===== src/rtl/fil2dma_rd_ctrl_if.sv =====
// FIFO read port and DMA write-data stream seen by the fil2dma read controller.
// master = controller side, slave = FIFO/DMA side.
interface fil2dma_rd_ctrl_if #(
  parameter int DATA_W = 32
);
  logic              fifo_empty;
  logic [DATA_W-1:0] fifo_rdata;
  logic              fifo_rd;
  logic              dma_valid;
  logic [DATA_W-1:0] dma_data;
  logic              dma_last;
  logic              dma_ready;

  modport master (
    input  fifo_empty, fifo_rdata, dma_ready,
    output fifo_rd, dma_valid, dma_data, dma_last
  );

  modport slave (
    output fifo_empty, fifo_rdata, dma_ready,
    input  fifo_rd, dma_valid, dma_data, dma_last
  );
endinterface


===== src/rtl/fil2dma_rd_ctrl.sv =====
// Pops the fil2dma FIFO, hides its 1-cycle read latency in a 2-entry skid buffer
// and streams words to the DMA engine, flagging every BURST_LEN-th beat as last.
//
//  state | meaning
//  IDLE  | nothing buffered or in flight, no reads
//  RUN   | reading FIFO whenever a buffer slot is free
//  DRAIN | reads stopped, finishing in-flight word and emptying buffer
module fil2dma_rd_ctrl #(
  parameter int DATA_W    = 32,
  parameter int BURST_LEN = 4,
  parameter int CNT_W     = 16
) (
  input  logic              fil_clk,
  input  logic              fil_rst,
  input  logic              rd_en,
  fil2dma_rd_ctrl_if.master bus,
  output logic              busy,
  output logic [CNT_W-1:0]  burst_cnt
);
  localparam int BI_W = (BURST_LEN > 1) ? $clog2(BURST_LEN) : 1;
  localparam logic [BI_W-1:0] LAST_IDX = BI_W'(BURST_LEN - 1);

  typedef enum logic [1:0] {IDLE, RUN, DRAIN} state_t;

  state_t            state;
  logic [DATA_W-1:0] skid [2];
  logic              wr_ptr;
  logic              rd_ptr;
  logic [1:0]        occ;
  logic              inflight;
  logic [BI_W-1:0]   beat_idx;
  logic              pop;
  logic              rd;
  logic [2:0]        used;

  assign pop  = bus.dma_valid & bus.dma_ready;
  assign used = {1'b0, occ} + {2'b00, inflight};
  // A slot freed by this cycle's transfer is reusable at once, which keeps
  // the stream at one beat per cycle while never exceeding two entries.
  assign rd   = (state == RUN) && !bus.fifo_empty && (used < (3'd2 + {2'b00, pop}));

  assign bus.fifo_rd   = rd;
  assign bus.dma_valid = (occ != 2'd0);
  assign bus.dma_data  = skid[rd_ptr];
  assign bus.dma_last  = (beat_idx == LAST_IDX) && bus.dma_valid;

  always_ff @(posedge fil_clk or posedge fil_rst) begin
    if (fil_rst) begin
      state     <= IDLE;
      busy      <= 1'b0;
      skid[0]   <= '0;
      skid[1]   <= '0;
      wr_ptr    <= 1'b0;
      rd_ptr    <= 1'b0;
      occ       <= 2'd0;
      inflight  <= 1'b0;
      beat_idx  <= '0;
      burst_cnt <= '0;
    end else begin
      inflight <= rd;
      if (inflight) begin
        skid[wr_ptr] <= bus.fifo_rdata;
        wr_ptr       <= ~wr_ptr;
      end
      if (pop) begin
        rd_ptr <= ~rd_ptr;
        if (beat_idx == LAST_IDX) begin
          beat_idx  <= '0;
          burst_cnt <= burst_cnt + 1'b1;
        end else begin
          beat_idx <= beat_idx + 1'b1;
        end
      end
      occ <= occ + {1'b0, inflight} - {1'b0, pop};

      case (state)
        IDLE: begin
          if (rd_en) begin
            state <= RUN;
            busy  <= 1'b1;
          end
        end
        RUN: begin
          if (!rd_en) state <= DRAIN;
        end
        DRAIN: begin
          if (rd_en) begin
            state <= RUN;
          end else if (occ == 2'd0 && !inflight) begin
            state <= IDLE;
            busy  <= 1'b0;
          end
        end
        default: begin
          state <= IDLE;
          busy  <= 1'b0;
        end
      endcase
    end
  end
endmodule

===== src/flat_wrapper.sv =====
// flat-port wrapper written by rule: the top's interface ports become plain ports
module fil2dma_rd_ctrl_flat 
#(
  parameter int DATA_W    = 32,
  parameter int BURST_LEN = 4,
  parameter int CNT_W     = 16
)
  (fil_clk, fil_rst, rd_en, busy, burst_cnt, bus_fifo_empty, bus_fifo_rdata, bus_dma_ready, bus_fifo_rd, bus_dma_valid, bus_dma_data, bus_dma_last);
  fil2dma_rd_ctrl_if #(.DATA_W(DATA_W)) bus_i ();
  input  logic fil_clk;
  input  logic fil_rst;
  input  logic rd_en;
  output logic busy;
  output logic [CNT_W-1:0] burst_cnt;
  input wire logic [$bits(bus_i.fifo_empty)-1:0] bus_fifo_empty;
  input wire logic [$bits(bus_i.fifo_rdata)-1:0] bus_fifo_rdata;
  input wire logic [$bits(bus_i.dma_ready)-1:0] bus_dma_ready;
  output wire logic [$bits(bus_i.fifo_rd)-1:0] bus_fifo_rd;
  output wire logic [$bits(bus_i.dma_valid)-1:0] bus_dma_valid;
  output wire logic [$bits(bus_i.dma_data)-1:0] bus_dma_data;
  output wire logic [$bits(bus_i.dma_last)-1:0] bus_dma_last;
  assign bus_i.fifo_empty = bus_fifo_empty;
  assign bus_i.fifo_rdata = bus_fifo_rdata;
  assign bus_i.dma_ready = bus_dma_ready;
  assign bus_fifo_rd = bus_i.fifo_rd;
  assign bus_dma_valid = bus_i.dma_valid;
  assign bus_dma_data = bus_i.dma_data;
  assign bus_dma_last = bus_i.dma_last;
  fil2dma_rd_ctrl #(.DATA_W(DATA_W), .BURST_LEN(BURST_LEN), .CNT_W(CNT_W)) u_core (.fil_clk(fil_clk), .fil_rst(fil_rst), .rd_en(rd_en), .bus(bus_i), .busy(busy), .burst_cnt(burst_cnt));
endmodule

===== config.mk =====
export PLATFORM = sky130hd
export DESIGN_NAME = fil2dma_rd_ctrl_flat
export DESIGN_NICKNAME = d
export VERILOG_FILES = /design/src/rtl/fil2dma_rd_ctrl_if.sv /design/src/rtl/fil2dma_rd_ctrl.sv /design/src/flat_wrapper.sv
export SDC_FILE = /design/constraint.sdc
export NUM_CORES = 1
export LEC_CHECK = 0
export ABC_AREA = 1
export CORE_MARGIN = 5
export CORE_UTILIZATION = 30
export CTS_CLUSTER_SIZE = 8
export DETAILED_ROUTE_END_ITERATION = 8
export GPL_TIMING_DRIVEN = 1
export MAX_ROUTING_LAYER = met4
export PLACE_DENSITY_LB_ADDON = 0.12
export SLEW_MARGIN = 40
export SYNTH_ARGS = -nofsm -noshare
export SYNTH_HDL_FRONTEND = slang
export SYNTH_SLANG_ARGS = --single-unit

===== constraint.sdc =====
create_clock -name fil_clk -period 4.3 [get_ports fil_clk]
set_input_delay 1.075 -clock fil_clk [delete_from_list [all_inputs] [get_ports fil_clk]]
set_output_delay 1.075 -clock fil_clk [all_outputs]
set_load 0.005 [all_outputs]

Word level (Yosys, flattened, before mapping)
Index checks and enable logic that the tools add are counted.
{"block": "totals", "regBits": 90, "output_inout_bits": 52, "wordCells": 63}
{"block": "op_classes", "n_addsub": 6, "order_cmp": 4, "n_eq_ne": 8, "mux": 16, "n_bitwise": 6, "reduce_logical": 13}
{"op": "2-to-1 mux 32 bit", "count": 4}
{"op": "bitwise mux 64 bit", "count": 1}
{"op": "demux 32 bit (select 1 bit)", "count": 1}
{"op": "adder 16 x 1 -> 16 bit, second input constant", "count": 1}
{"op": "2-to-1 mux 2 bit", "count": 5}
{"op": "!= test 2 bit, second input constant", "count": 3}
{"op": "one-hot mux 2 bit (3 select lines)", "count": 1}
{"op": "logical AND 1 bit", "count": 5}
{"op": "== test 2 bit, second input constant", "count": 2}
{"op": "greater-or-equal comparator 2 bit, second input constant", "count": 2}
{"op": "logical NOT 2 bit", "count": 2}
{"op": "NOT 1 -> 2 bit", "count": 2}
{"op": "AND reduction 4 bit", "count": 1}
{"op": "adder 2 x 1 -> 3 bit", "count": 1}
{"op": "adder 2 x 1 -> 3 bit, first input constant", "count": 1}
{"op": "< comparator 3 bit", "count": 1}
{"op": "2-to-1 mux 1 bit", "count": 3}
{"op": "!= test 3 x 2 -> 1 bit, second input constant", "count": 1}
{"op": "NOT 1 bit", "count": 3}
{"op": "one-hot mux 1 bit (3 select lines)", "count": 1}
{"op": "AND reduction 3 bit", "count": 1}
{"op": "adder 2 x 1 -> 2 bit", "count": 1}
{"op": "adder 2 x 1 -> 2 bit, second input constant", "count": 1}
{"op": "== test 2 x 1 -> 1 bit, second input constant", "count": 1}
{"op": "other kinds (7)", "count": 8}

Longest topological paths before layout
{"block": "depth", "ltp_word": 6, "depth_mapped": 9, "depth_no_buf": 9}

Least setup slack after synthesis
Ideal clock, no wire load.
{"block": "synth_path", "path_kind": "input to output", "start": "input port bus_dma_ready", "end": "output port bus_fifo_rd", "t_arrival_ns": 1.534, "path_slack_ns": 1.691, "stages": 3, "n_path_buf": 0, "path_cell_list": "nand2_1 > or2_1 > a21oi_1"}
{"block": "synth_between", "elab_chain_cells": 4}
{"item": "start, declared", "line_no": "flat_wrapper.sv:17", "text": "input wire logic [$bits(bus_i.dma_ready)-1:0] bus_dma_ready;"}
{"item": "bitwise AND 1 bit", "line_no": "fil2dma_rd_ctrl.sv:36", "text": "assign pop = bus.dma_valid & bus.dma_ready;"}
{"item": "adder 2 x 1 -> 3 bit", "line_no": "fil2dma_rd_ctrl.sv:40", "text": "assign rd = (state == RUN) && !bus.fifo_empty && (used < (3'd2 + {2'b00, pop}));"}
{"item": "< comparator 3 bit", "line_no": "fil2dma_rd_ctrl.sv:40"}
{"item": "logical AND 1 bit", "line_no": "fil2dma_rd_ctrl.sv:40"}
{"item": "end, declared", "line_no": "flat_wrapper.sv:18", "text": "output wire logic [$bits(bus_i.fifo_rd)-1:0] bus_fifo_rd;"}
Every way passes these cells.

Final worst setup path
Same ends and word-level chain as after synthesis.

==> impl_metrics.yaml <==
detailed_routing:
  post_drt_via_cell_ratio: 4.42
  dr.pass1.iters: 4
  totalWireLength_um: 10000
  dr.first_iter.drc_count: 236
  post_drt_wl_per_cell_um: 12.8
  detail-route-antenna-nets: 0
  number_of_design_rule_violations_left_after_detail_routing: 0
  detailroute.via_count: 3457
yosys:
  syn-instance-count: 514
  synth_top_flop_cell: "dfrtp_1"
  netlist_top_cells_area: "dfrtp_1 53%, nand2_1 20%, inv_1 4.8%, o21ai_2 4.7%, o21ai_0 4.0%"
  synth_enable_flop_cells: 0
  synth_async_sr_flop_share_pct: 100
  synth_xor_area_share_pct: 1.65
  yosysTopAreaCell: "dfrtp_1"
  synth_commonest_cells: "222 x nand2_1, 90 x dfrtp_1, 54 x inv_1"
  synth.lib_cells_used.distinct: 27
  compound_cell_area_share_of_the_yosys_netlist_pct: 10.8
  synthAdderAreaFrac_pct: 1.76
  synth_top_area_share_pct: 52.9
  mappedNetlistNets: 557
  synthesis.area_um2: 4260
  synth.area.mux_share_pct: 0
  synth_area_in_simple_gates_pct: 25.1
  avg_synthesized_cell_area_um2: 8.28
  yosysMostFrequentCell: "nand2_1"
  synth.yosys.seq_area_share_pct: 52.9
  dominant_combinational_cell_family_by_area_after_synthesis: "simple AND/OR/NAND/NOR gates"
  postSynthRegisterBits: 90
  ys_warns: 0
grt:
  pin_count_of_the_biggest_net_entering_global_routing: 70
  first_global_vias: 3413
  grt_pass1_wl_um: 16400
  antenna_found_initial: 0
  global_route.overflow_total: 0
  grt.total_usage_pct: 12.8
clock_tree:
  clk_lat_worst_skew_ns: 0.33
  cts_setup_buffers: 0
  cts_max_path_buffers: 2
  clkSlewWorstSetupHoldPaths_ns: 0.06
  hold_fix_buffers_at_cts: 0
  cts_tree: "done"
  tritoncts_num_sinks: 90
  resized_cells_post_cts: 0
  cts_made_buffers: 9
  h-tree-depth: 3
  root_buffer: "clkbuf_16"
hold_path:
  hold_class: "flop to flop"
critical_path:
  path_class: "input pin to primary output"
  cp.arrival_ns: 2.68
  critical_path_peak_fanout: 4
  critical_path_required_ns: 3.22
  endpoint_kind: "primary output"
  setup.worst_path.start_class: "input pin"
layout:
  fillers: 1410
  final_cells: 783
  antenna_cells: 0
  drive_above_1_share_pct: 8.96
  area_delta_synth_final_pct: 31.4
  net_count_final: 641
power_and_ir_drop:
  power.net_switching_mw: 1.27
  post-layout-total-power_mw: 3.75
  powerDensity_nw_per_um2: 671
  max-vdd-ir-drop_v: 0.000320
  total_leakage_power_nw: 2.81
  p_sw_share_pct: 33.8
  intPower_mw: 2.48
  power.share.combinational_pct: 41.6
  sequentialPowerShare_pct: 37.5
  proportion_of_power_drawn_by_the_clock_network_pct: 20.9
sta:
  highest_attainable_clock_frequency_mhz: 266
  setup_viol: 0
  maxSlewViolCount: 0
  rsz0062_at_grt: "no"
  fin_worst_hold_slack_ns: 0.481
  finalHoldViolCount: 0
  slew_headroom_pct: 52.8
  timing.setup.tns_ns: 0
  fin_crit_ns: 3.76
  timing_worst_slew_pin_value_ns: 0.708
  clock_skew_ns: 0.00483
  post-route-period-util_pct: 87.4
die:
  core_area_um2: 13900
  top_level_ports: 89
  die_area_um2: 16700
  floorplan.initialDensity_pct: 30.7
  die_h_um: 129
  die_span_x_um: 129
  fp-row-count: 43
placement:
  port_buffers: 88
  place_inst: 767
  hpwl_um: 6680
  routabilityCongestion: 0.763
run:
  cap_viol_max_count: 0
status:
  status: "completed"
## critical path: stages
cell             delay [ns]
clkdlybuf4s50_1        0.53
nand2_1                0.15
or2_1                  0.24
a21oi_1                0.16
clkdlybuf4s50_1        0.53
## kinds of logic after synthesis
kind of cell             count (synthesis)
flip-flops                              90
XOR/XNOR                                 8
AND/OR/NAND/NOR                        261
buffers and inverters                   76
adder cells (fa/ha/maj)                  6
AO/OA/AOI/OAI                           73
## cell usage in the layout (no fill, tap or decap), drive strengths merged, types with 2 or more instances in the layout
master | Yosys | layout
clkinv | 1 | 2
buf | 9 | 5
or2 | 2 | 2
nand2 | 225 | 225
ha | 6 | 6
dfrtp | 90 | 90
nand3 | 4 | 4
xor2 | 7 | 7
a21oi | 4 | 4
nor2 | 24 | 24
inv | 55 | 55
nand3b | 6 | 6
clkdlybuf4s50 | 0 | 88
clkbuf | 11 | 15
o21ai | 66 | 66
## power groups by stage
| stage | Combinational, mW | Sequential [mW] | Clock [mW] |
|---|---|---|---|
| 4_1_cts | 1.61 | 1.41 | 0.816 |
| 6_report | 1.56 | 1.41 | 0.785 |
| 5_1_grt | 1.76 | 1.45 | 0.854 |
| 3_3_place_gp | 1.58 | 1.40 | 0 |
| 3_5_place_dp | 1.61 | 1.42 | 0 |
| 2_1_floorplan | 0.856 | 1.37 | 0 |
## worst paths after layout
path / startpoint / endpoint / slack (ns) / depth (start not counted)
setup / recovery: bus_dma_ready / bus_fifo_rd / 0.54 / 5
hold / removal: u_core.skid[49] / u_core.skid[49] / 0.48 / 2
setup reg to reg: u_core.inflight / u_core.skid[55] / 2.36 / 5
hold reg to reg: u_core.skid[49] / u_core.skid[49] / 0.48 / 2
max in group asynchronous: fil_rst / u_core.skid[29] / 2.46 / 3
min in group asynchronous: fil_rst / u_core.burst_cnt[3] / 1.21 / 2
## registers in the layout, indices dropped and copies added, names as in the netlist
register / flops
u_core.busy: 1
u_core.rd_ptr: 1
u_core.skid: 64
u_core.burst_cnt: 16
u_core.occ: 2
u_core.beat_idx: 2
u_core.state: 2
u_core.wr_ptr: 1
u_core.inflight: 1
## final cells by class
class	count	area (um2)	area share [%]
flip-flops and latches	90	2250	40.3
inverters	56	215	3.85
multi-input cells	348	1680	30.0
clock inverters	1	5.00	0.0895
repair buffers	93	918	16.4
well taps	180	225	4.03
clock buffers	15	298	5.32
## per-layer routing
metal	global-route usage (%)	share of wire, %	up-vias	routed length [um]
met5	-	0	-	0
li1	-	-	1743	-
met3	2.97	5.3	12	536
met2	19.5	46	75	4610
met1	16.4	47	1627	4710
met4	5.44	1.7	0	170
## per-stage QoR
stage,setup slack (ns),util (%),area [um2]
6_report,0.544,40.3,5590
5_1_grt,0.417,40.3,5590
4_1_cts,0.510,40.3,5590
3_5_place_dp,0.509,38.1,5290
3_3_place_gp,0.519,38.1,5280
2_1_floorplan,0.890,-,4260
Note: power is estimated with default switching activity, not from simulation.
